### config.mk
export PLATFORM = sky130hd
export DESIGN_NAME = fir_output_conditioner
export DESIGN_NICKNAME = d
export VERILOG_FILES = /design/src/rtl/fir_pkg.sv /design/src/rtl/fir_out_fifo.sv /design/src/rtl/fir_output_conditioner.sv
export SDC_FILE = /design/constraint.sdc
export NUM_CORES = 1
export LEC_CHECK = 0
export ABC_AREA = 1
export CAP_MARGIN = 5
export CORE_ASPECT_RATIO = 0.5
export CORE_MARGIN = 3
export CORE_UTILIZATION = 52
export CTS_BUF_LIST = sky130_fd_sc_hd__clkbuf_8
export CTS_CLUSTER_SIZE = 14
export DETAILED_ROUTE_END_ITERATION = 12
export PLACE_DENSITY_LB_ADDON = 0.15
export SLEW_MARGIN = 20
export SYNTH_ARGS = -nofsm -noshare
export SYNTH_HDL_FRONTEND = slang
export SYNTH_SLANG_ARGS = --single-unit
### constraint.sdc
create_clock -name clk -period 4.5 [get_ports clk]
set_input_delay 0.45 -clock clk [delete_from_list [all_inputs] [get_ports clk]]
set_output_delay 0.45 -clock clk [all_outputs]
set_load 0.05 [all_outputs]
### src/rtl/fir_pkg.sv
// -----------------------------------------------------------------------------
// fir_pkg
// Shared definitions for the FIR filter output stages.
//   FIR_IN_W / FIR_OUT_W : accumulator width and conditioned sample width
//   SAT_MIN / SAT_MAX    : clamp limits for a FIR_OUT_W signed sample, held in
//                          the extended (FIR_IN_W+1) rounding width
//   round_sat()          : round-half-up by a variable shift, then clamp;
//                          returns {sat, value}
// -----------------------------------------------------------------------------
package fir_pkg;

  localparam int FIR_IN_W  = 32;
  localparam int FIR_OUT_W = 16;

  // One extra bit so adding the rounding bias can never overflow.
  typedef logic signed [FIR_IN_W:0]    fir_ext_t;
  typedef logic signed [FIR_OUT_W-1:0] fir_out_t;

  typedef struct packed {
    logic     sat;
    fir_out_t value;
  } fir_rs_t;

  localparam fir_ext_t SAT_MAX = fir_ext_t'((64'sd1 <<< (FIR_OUT_W - 1)) - 64'sd1);
  localparam fir_ext_t SAT_MIN = fir_ext_t'(-(64'sd1 <<< (FIR_OUT_W - 1)));

  // Round half up (toward +inf) by discarding 'shift' LSBs, then clamp to the
  // FIR_OUT_W signed range. shift = 0 passes the sample through unrounded.
  function automatic fir_rs_t round_sat(input logic signed [FIR_IN_W-1:0] sample,
                                        input int                         shift);
    fir_ext_t ext;
    fir_ext_t bias;
    fir_ext_t r;
    fir_rs_t  res;
    ext  = fir_ext_t'(sample);
    bias = (shift > 0) ? (fir_ext_t'(1) <<< (shift - 1)) : '0;
    r    = (ext + bias) >>> shift;
    res.sat   = 1'b0;
    res.value = r[FIR_OUT_W-1:0];
    if (r > SAT_MAX) begin
      res.sat   = 1'b1;
      res.value = SAT_MAX[FIR_OUT_W-1:0];
    end else if (r < SAT_MIN) begin
      res.sat   = 1'b1;
      res.value = SAT_MIN[FIR_OUT_W-1:0];
    end
    return res;
  endfunction

endpackage : fir_pkg

### src/rtl/fir_out_fifo.sv
// -----------------------------------------------------------------------------
// fir_out_fifo
// Synchronous FIFO holding conditioned output samples.
//   clk, reset_n : clock, asynchronous active-low reset (empties the FIFO)
//   push_i       : write data_i (accepted when not full, or when a pop
//                  happens in the same cycle)
//   pop_i        : remove the head entry (ignored when empty)
//   data_i       : entry to write
//   data_o       : head entry, zero when empty
//   full_o       : DEPTH entries held
//   empty_o      : no entries held
//   level_o      : number of entries held, 0..DEPTH
// DEPTH must be a power of two so the pointers wrap naturally.
// -----------------------------------------------------------------------------
module fir_out_fifo #(
  parameter  int WIDTH = 16,
  parameter  int DEPTH = 4,
  localparam int AW    = $clog2(DEPTH),
  localparam int LW    = AW + 1
) (
  input  logic             clk,
  input  logic             reset_n,
  input  logic             push_i,
  input  logic             pop_i,
  input  logic [WIDTH-1:0] data_i,
  output logic [WIDTH-1:0] data_o,
  output logic             full_o,
  output logic             empty_o,
  output logic [LW-1:0]    level_o
);

  logic [WIDTH-1:0] mem_q [DEPTH];
  logic [AW-1:0]    wr_ptr_q, wr_ptr_d;
  logic [AW-1:0]    rd_ptr_q, rd_ptr_d;
  logic [LW-1:0]    level_q,  level_d;
  logic             do_push;
  logic             do_pop;

  assign empty_o = (level_q == '0);
  assign full_o  = (level_q == LW'(DEPTH));

  // A pop frees a slot in the same cycle, so a full FIFO still takes a write
  // when the head leaves at the same edge.
  assign do_pop  = pop_i && !empty_o;
  assign do_push = push_i && (!full_o || do_pop);

  always_comb begin
    wr_ptr_d = wr_ptr_q;
    rd_ptr_d = rd_ptr_q;
    level_d  = level_q;
    if (do_push) wr_ptr_d = wr_ptr_q + 1'b1;
    if (do_pop)  rd_ptr_d = rd_ptr_q + 1'b1;
    case ({do_push, do_pop})
      2'b10:   level_d = level_q + 1'b1;
      2'b01:   level_d = level_q - 1'b1;
      default: level_d = level_q;
    endcase
  end

  always_ff @(posedge clk or negedge reset_n) begin
    if (!reset_n) begin
      wr_ptr_q <= '0;
      rd_ptr_q <= '0;
      level_q  <= '0;
    end else begin
      wr_ptr_q <= wr_ptr_d;
      rd_ptr_q <= rd_ptr_d;
      level_q  <= level_d;
    end
  end

  // Storage carries no reset; validity is tracked entirely by the pointers.
  always_ff @(posedge clk) begin
    if (do_push) mem_q[wr_ptr_q] <= data_i;
  end

  assign data_o  = empty_o ? '0 : mem_q[rd_ptr_q];
  assign level_o = level_q;

endmodule : fir_out_fifo

### src/rtl/fir_output_conditioner.sv
// -----------------------------------------------------------------------------
// fir_output_conditioner
// Downstream stage of the FIR filter: decimates the accumulator stream by
// DECIM, rounds away SHIFT LSBs (half up), saturates to OUT_W bits and queues
// the result in a small FIFO with a valid/ready output.
//   clk, reset_n : clock, asynchronous active-low reset
//   in_valid     : in_data carries a new FIR output this cycle
//   in_data      : signed FIR accumulator sample (IN_W)
//   clr_flags    : synchronous clear of sat_flag/drop_flag (a same-cycle set
//                  takes priority)
//   out_valid    : FIFO head is valid
//   out_ready    : sink takes out_data this cycle
//   out_data     : FIFO head (signed OUT_W), zero when empty
//   fifo_level   : entries currently held
//   sat_flag     : sticky, a kept sample was clamped
//   drop_flag    : sticky, a kept sample was lost because the FIFO was full
// IN_W/OUT_W must match the fir_pkg widths, since round_sat works on those.
// -----------------------------------------------------------------------------
module fir_output_conditioner
  import fir_pkg::*;
#(
  parameter  int IN_W       = FIR_IN_W,
  parameter  int OUT_W      = FIR_OUT_W,
  parameter  int SHIFT      = 2,
  parameter  int DECIM      = 4,
  parameter  int FIFO_DEPTH = 4,
  localparam int LVL_W      = $clog2(FIFO_DEPTH) + 1
) (
  input  logic                    clk,
  input  logic                    reset_n,
  input  logic                    in_valid,
  input  logic signed [IN_W-1:0]  in_data,
  input  logic                    clr_flags,
  output logic                    out_valid,
  input  logic                    out_ready,
  output logic signed [OUT_W-1:0] out_data,
  output logic [LVL_W-1:0]        fifo_level,
  output logic                    sat_flag,
  output logic                    drop_flag
);

  localparam int               CNT_W    = (DECIM > 1) ? $clog2(DECIM) : 1;
  localparam logic [CNT_W-1:0] CNT_LAST = CNT_W'(DECIM - 1);

  // ---------------------------------------------------------------------------
  // Stage p0: decimation and round/saturate (combinational on the input)
  // ---------------------------------------------------------------------------
  logic [CNT_W-1:0] dec_cnt_q, dec_cnt_d;
  logic             keep_p0;
  fir_rs_t          rs_p0;

  // The counter only moves on in_valid; the DECIM-th valid sample is kept.
  assign keep_p0 = in_valid && (dec_cnt_q == CNT_LAST);

  always_comb begin
    dec_cnt_d = dec_cnt_q;
    if (in_valid) begin
      dec_cnt_d = keep_p0 ? '0 : dec_cnt_q + 1'b1;
    end
  end

  assign rs_p0 = round_sat(in_data, SHIFT);

  always_ff @(posedge clk or negedge reset_n) begin
    if (!reset_n) dec_cnt_q <= '0;
    else          dec_cnt_q <= dec_cnt_d;
  end

  // ---------------------------------------------------------------------------
  // Stage p1: registered conditioned sample, pushed into the FIFO next edge
  // ---------------------------------------------------------------------------
  logic       vld_p1_q;
  fir_out_t   data_p1_q;

  always_ff @(posedge clk or negedge reset_n) begin
    if (!reset_n) vld_p1_q <= 1'b0;
    else          vld_p1_q <= keep_p0;
  end

  always_ff @(posedge clk) begin
    if (keep_p0) data_p1_q <= rs_p0.value;
  end

  // ---------------------------------------------------------------------------
  // Stage p2: output FIFO and handshake
  // ---------------------------------------------------------------------------
  logic             fifo_full;
  logic             fifo_empty;
  logic [OUT_W-1:0] fifo_dout;

  fir_out_fifo #(
    .WIDTH (OUT_W),
    .DEPTH (FIFO_DEPTH)
  ) u_fifo (
    .clk     (clk),
    .reset_n (reset_n),
    .push_i  (vld_p1_q),
    .pop_i   (out_ready),
    .data_i  (data_p1_q),
    .data_o  (fifo_dout),
    .full_o  (fifo_full),
    .empty_o (fifo_empty),
    .level_o (fifo_level)
  );

  assign out_valid = !fifo_empty;
  assign out_data  = fifo_dout;

  // ---------------------------------------------------------------------------
  // Sticky status flags
  // ---------------------------------------------------------------------------
  logic sat_set, drop_set;
  logic sat_q,   sat_d;
  logic drop_q,  drop_d;

  // Clamping is flagged when the sample is kept. A staged sample is lost only
  // when the FIFO is full and the head is not leaving (full implies valid).
  assign sat_set  = keep_p0 && rs_p0.sat;
  assign drop_set = vld_p1_q && fifo_full && !out_ready;

  always_comb begin
    sat_d  = sat_set  || (sat_q  && !clr_flags);
    drop_d = drop_set || (drop_q && !clr_flags);
  end

  always_ff @(posedge clk or negedge reset_n) begin
    if (!reset_n) begin
      sat_q  <= 1'b0;
      drop_q <= 1'b0;
    end else begin
      sat_q  <= sat_d;
      drop_q <= drop_d;
    end
  end

  assign sat_flag  = sat_q;
  assign drop_flag = drop_q;

endmodule : fir_output_conditioner

==> results_dict.tcl, run 1 <==
set metrics [dict create \
    drt-pass1-iter-count 4 \
    yosys_warnings 0 \
    vias_per_cell 5.02 \
    regToRegStartpoint "u_fifo.level_o[0]$_DFFE_PN0P_" \
    yosys.cell_count.top_type "nand2_1" \
    status "finished clean" \
    end_kind "primary output" \
    postSynthNetCount 603 \
    insertion_delay_ns 0.36 \
    htreeDepth 3 \
    cts_inserted_buffers 9 \
    max_freq_mhz 267 \
    grt_pass1_vias 3536 \
    min_period_ns 3.75 \
    final-hold-violation-count 0 \
    final_antenna_net_count 0 \
    cpMaxStageDelayCell "clkdlybuf4s50_1" \
    netlist_top_cells_area "edfxtp_1 (48%), nand2_1 (9.3%), nor2_1 (9.0%), dfrtp_1 (6.0%), nand2_2 (3.9%)" \
    num-nets-final 659 \
    post_cts_resized 0 \
    totalNegativeSetupSlack_ns 0 \
    ys_async_sr_fraction_pct 13.0 \
    post-route-drc-count 0 \
    hold_buffers 0 \
    synth.avg_cell_area_sq_um 8.92 \
    coreArea_sq_mm 0.00901 \
    post_synthesis_instance_area_sq_mm 0.00498 \
    power.leakage_nw 2.28 \
    report.final.setup_viol 0 \
    grt_util_all_layers_pct 19.7 \
    fp.dieH_um 75.2 \
    die_x_um 144 \
    timing.critical_path.arrival_ns 3.30 \
    grt_max_degree 36 \
    post-route-period-util_pct 83.3 \
    worstPathMaxFanout 17 \
    ys_types 30 \
    clock-root-buffer "clkbuf_8" \
    detail_route.wirelength_mm 10.2 \
    grt_overflow_total 0 \
    power.density_cell_area_mw_per_mm2 530 \
    synthTopCellsByCount "nand2_1 (123), nor2_1 (120), edfxtp_1 (80), inv_1 (45), o21ai_0 (38)" \
    synth_largest_type_area_fraction_pct 48.2 \
    vias 3696 \
    unrepaired_setup_endpoints_after_global_routing "no" \
    ys_seq_elements 92 \
    numClockSinks 92 \
    slew_violations 0 \
    setup.worst_path.class "register to primary output" \
    r2r_slack_ns 1.92 \
    post_synth_edffs 80 \
    tritoncts_clock_tree "yes" \
    grt_antenna_before_repair 0 \
    routed_wire_length_per_instance_um 13.9 \
    reg2regPathDepth 8 \
    antenna_cells 0 \
    drt_iter0_drc 298 \
    port_buffers 57 \
    path_cells "clkinv_1 -> nor2_1 -> o21ai_0 -> a21oi_1 -> clkdlybuf4s50_1" \
    worst_pin_slew_ns 0.989 \
    setup_slack_ns 0.752 \
    drive_above_1_share_pct 13.4 \
    die-area_sq_mm 0.0109 \
    slew_headroom_pct 34.0 \
    deepest_clock_path_buffer_count 2 \
    gp_routability_congestion 0.906 \
    max-vdd-ir-drop_mv 0.224 \
    post-synth-top-area-cell "edfxtp_1" \
    clk_pin_slew_worst_paths_ns 0.09 \
    ys.flop_type "edfxtp_1" \
    pin_count 59 \
    hold_path.class "input port to asynchronous set/reset pin" \
    fill_cells 734 \
    r2r_end "u_fifo.level_o[1]$_DFFE_PN0P_" \
    detailedPlacementHpwl_mm 7.37 \
    cp-start-kind "register" \
    critPathRequiredTime_ns 4.05 \
    place_worst_setup_slack_ns 1.17 \
    clock_skew_ns 0.00711 \
    rows 24 \
    flow.area_growth_from_synthesis_pct 16.8 \
    critPathMaxStageDelay_ns 0.83 \
    synth_seq_area_share_pct 54.3 \
    syn-instance-count 558 \
    max_cap_violations 0 \
    grt_first_pass_wirelength_mm 16.2 \
    cts.repair_timing.setup_buffer_count 0 \
    start_util_pct 55.3 \
]
==> how the worst max path moves through the flow <==
stage / startpoint / depth (start not counted) / end / slack [ns]
floorplan: u_fifo.level_o[1]$_DFFE_PN0P_ / 5 / out_data[10] / 2.12
global placement: u_fifo.rd_ptr_q[1]$_DFFE_PN0P_ / 5 / out_data[5] / 1.21
detailed placement: u_fifo.rd_ptr_q[1]$_DFFE_PN0P_ / 5 / out_data[15] / 1.17
CTS: u_fifo.rd_ptr_q[1]$_DFFE_PN0P_ / 5 / out_data[15] / 0.76
global route: u_fifo.rd_ptr_q[1]$_DFFE_PN0P_ / 5 / out_data[15] / 0.59
finish: u_fifo.rd_ptr_q[1]$_DFFE_PN0P_ / 5 / out_data[15] / 0.75
==> area by class of cell <==
cell class	count	area (sq um)	area share, %
flip-flops and latches	92	2700	46.5
well taps	117	146	2.52
repair buffers	58	578	9.94
multi-input cells	404	2020	34.8
inverters	49	184	3.16
clock inverters	7	57.6	0.989
clock buffers	9	124	2.13
==> routing by layer <==
metal / global-route usage (%) / share of wire [%] / up-vias / wire, um
li1: - / - / 1913 / -
met4: 7.96 / 1.8 / 0 / 186
met3: 5.08 / 5.5 / 14 / 560
met5: 0 / 0 / - / 0
met2: 31.8 / 46 / 110 / 4650
met1: 26.0 / 47 / 1659 / 4810
==> state kept, by name (all words and copies together) (netlist names) <==
signal and flops:
data_p1_q 16, dec_cnt_q 2, drop_flag 1, sat_flag 1
u_fifo.level_o 3, u_fifo.mem_q 64, u_fifo.rd_ptr_q 2, u_fifo.wr_ptr_q 2
vld_p1_q 1
==> cells in the final DEF (no fill, tap or decap) <==
cell / count
xor2_1: 5
or2_2: 4
nand3b_2: 1
xnor2_1: 8
nand3_2: 3
inv_6: 4
nor2_8: 3
clkinvlp_4: 1
edfxtp_1: 80
dfrtp_1: 12
nand3b_1: 4
clkinv_1: 1
nand3_1: 18
nand2_1: 123
nand2_2: 31
o21bai_2: 1
a21oi_1: 19
inv_8: 1
nor2_2: 15
fa_1: 1
inv_1: 46
and2_1: 1
o21ai_0: 38
nor3_1: 1
nand2_4: 3
ha_1: 7
nor2_4: 2
clkdlybuf4s50_1: 57
buf_4: 1
nor2_1: 115
clkbuf_8: 9
inv_2: 3
mux2_2: 1
==> per-stage QoR <==
step | cells | hold WS [ns] | utilization (%) | total power, mW | cell area (sq um)
floorplan | 558 | 0.154 | - | 2.14 | 4980
global placement | 720 | 0.463 | 62.6 | 2.57 | 5640
detailed placement | 720 | 0.470 | 62.6 | 2.60 | 5640
CTS | 736 | 0.449 | 64.6 | 3.10 | 5820
global route | 736 | 0.464 | 64.6 | 3.25 | 5820
finish | 736 | 0.439 | 64.6 | 3.08 | 5820
==> kinds of logic (layout without fill, tap and decap cells) <==
family,after synthesis,after routing,synth area share [%]
flops,92,92,54.3
buf+inv,62,123,5.33
compound gates,58,58,5.95
simple gates,324,324,29.8
mux,1,1,0.226
xor+xnor,13,13,2.29
fa+ha+maj,8,8,2.16
==> critical path: cells and delay by family, from the launching register on <==
| family | cells | cell delay, ns |
|---|---|---|
| AO/OA/AOI/OAI | 2 | 0.33 |
| buffers and inverters | 2 | 1.55 |
| flip-flops | 1 | 0.79 |
| AND/OR/NAND/NOR | 1 | 0.26 |
==> report_power, final <==
| part | internal [mW] | leakage, nW | switching [mW] |
|---|---|---|---|
| Combinational | 0.460 | 1.32 | 0.991 |
| Sequential | 1.04 | 0.867 | 0.0827 |
| Clock | 0.210 | 0.0944 | 0.296 |
No activity file was read; power rests on OpenSTA's default activity.
==> inputs of run 2 (changes only) <==
Clock period 4.5 ns to 3.2 ns, I/O delays scaled along.
==> results_dict.tcl, run 2 (synthesized netlist as in run 1, its figures left out) <==
set metrics [dict create \
    min_period_ns 2.91 \
    totalNegativeSetupSlack_ns 0 \
    grt_first_pass_wirelength_mm 16.7 \
    worstPathMaxFanout 17 \
    unrepaired_setup_endpoints_after_global_routing "no" \
    vias 3702 \
    cpMaxStageDelayCell "clkdlybuf4s50_1" \
    cts.repair_timing.setup_buffer_count 0 \
    total_power_mw 4.36 \
    htreeDepth 3 \
    grt_pass1_vias 3568 \
    top_cell_family_by_delay_on_the_critical_path "buffers and inverters" \
    die_x_um 144 \
    regToRegStartpoint "u_fifo.level_o[0]$_DFFE_PN0P_" \
    cts_inserted_buffers 9 \
    tritoncts_clock_tree "yes" \
    clock-root-buffer "clkbuf_8" \
    cp-start-kind "register" \
    grt_util_all_layers_pct 20.3 \
    die-area_sq_mm 0.0109 \
    worst_pin_slew_ns 0.721 \
    setup_slack_ns 0.295 \
    hold_path.class "input port to asynchronous set/reset pin" \
    flow.area_growth_from_synthesis_pct 17.8 \
    critPathMaxStageDelay_ns 0.84 \
    layout_common_cells "nand2_1 (123), nor2_1 (120), edfxtp_1 (80)" \
    r2r_slack_ns 0.97 \
    largest-register "u_fifo.mem_q" \
    post-route-period-util_pct 90.8 \
    max-vdd-ir-drop_mv 0.352 \
    slew_headroom_pct 51.9 \
    critPathRequiredTime_ns 2.88 \
    coreArea_sq_mm 0.00901 \
    max_cap_violations 0 \
    start_util_pct 55.3 \
    report.final.setup_viol 0 \
    power.leakage_nw 2.33 \
    num-nets-final 667 \
    drt_iter0_drc 294 \
    routed_wire_length_per_instance_um 13.9 \
    place_worst_setup_slack_ns 0.420 \
    reg2regPathDepth 11 \
    deepest_clock_path_buffer_count 2 \
    buffers_plus_inverters_on_the_worst_setup_path 2 \
    gp_routability_congestion 0.938 \
    clk_pin_slew_worst_paths_ns 0.09 \
    setup.worst_path.class "register to primary output" \
    port_buffers 57 \
    power.density_cell_area_mw_per_mm2 744 \
    largest_register_ff_count 64 \
    detailedPlacementHpwl_mm 7.56 \
    r2r_end "u_fifo.level_o[2]$_DFFE_PN0P_" \
    timing.critical_path.arrival_ns 2.59 \
    fill_cells 795 \
    end_kind "primary output" \
    leading_cell_type_in_the_layout_fill_and_taps_excluded "nand2_1" \
    grt_antenna_before_repair 0 \
    final_antenna_net_count 0 \
    numClockSinks 92 \
    final-hold-violation-count 0 \
    max_freq_mhz 344 \
    slew_violations 0 \
    antenna_cells 0 \
    grt_overflow_total 0 \
    insertion_delay_ns 0.36 \
    multiInputGateArea_sq_mm 0.00201 \
    hold_buffers 0 \
    rows 24 \
    fp.dieH_um 75.2 \
    drt-pass1-iter-count 4 \
    register_area_sq_mm 0.00270 \
    clock_skew_ns 0.0127 \
    grt_max_degree 35 \
    vias_per_cell 4.98 \
    drive_above_1_share_pct 13.7 \
    status "finished clean" \
    post-route-drc-count 0 \
    path_cells "clkinv_1 -> nor2_1 -> o21ai_0 -> a21oi_1 -> clkdlybuf4s50_1" \
    post_cts_resized 0 \
    placed_area_sq_mm 0.00568 \
    pin_count 59 \
    detail_route.wirelength_mm 10.3 \
    cell_area_after_layout_sq_mm 0.00586 \
]
## run 2: changes by cell type in the layout (fill, tap and decap cells not counted)
cell,before,now
buf_4,1,9
nor2_1,115,120
nor2_2,15,10
clkinv_4,0,1
inv_6,4,3
## run 2: worst max-delay path by stage
stage,depth (start not counted),endpoint,start,slack [ns]
finish,5,out_data[4],u_fifo.rd_ptr_q[1]$_DFFE_PN0P_,0.29
global route,5,out_data[4],u_fifo.rd_ptr_q[1]$_DFFE_PN0P_,0.14
CTS,5,out_data[4],u_fifo.rd_ptr_q[1]$_DFFE_PN0P_,0.25
detailed placement,17,sat_flag$_DFF_PN0_,in_data[2],0.42
global placement,17,sat_flag$_DFF_PN0_,in_data[2],0.46
floorplan,5,out_data[10],u_fifo.level_o[1]$_DFFE_PN0P_,0.95
## run 2: power breakdown
group	total (mW)	internal, mW	switching [mW]
Sequential	1.55	1.47	0.0809
Combinational	2.11	0.683	1.43
Clock	0.703	0.294	0.408
## run 2: metal layers
| layer | track usage (%) | vias up | wire length, um |
|---|---|---|---|
| met2 | 34.7 | 97 | 4820 |
| met5 | 0 | - | 0 |
| met1 | 26.3 | 1667 | 4820 |
| li1 | - | 1930 | - |
| met3 | 4.95 | 8 | 567 |
| met4 | 5.79 | 0 | 112 |
## run 2: final cells by class
type / count / area share, %
clock buffer: 9 / 2.11
sequential: 92 / 46.1
tap: 117 / 2.50
multi-input combinational: 404 / 34.3
inverter: 49 / 3.14
timing repair buffer: 66 / 10.9
clock inverter: 7 / 0.981
## run 2: stage by stage
| stage | hold slack [ns] | std cells | util, % |
|---|---|---|---|
| 6_report | 0.322 | 744 | 65.1 |
| 5_1_grt | 0.343 | 744 | 65.1 |
| 4_1_cts | 0.321 | 744 | 65.1 |
| 3_5_place_dp | 0.476 | 728 | 63.1 |
| 3_3_place_gp | 0.466 | 728 | 63.1 |
| 2_1_floorplan | 0.0244 | 558 | - |
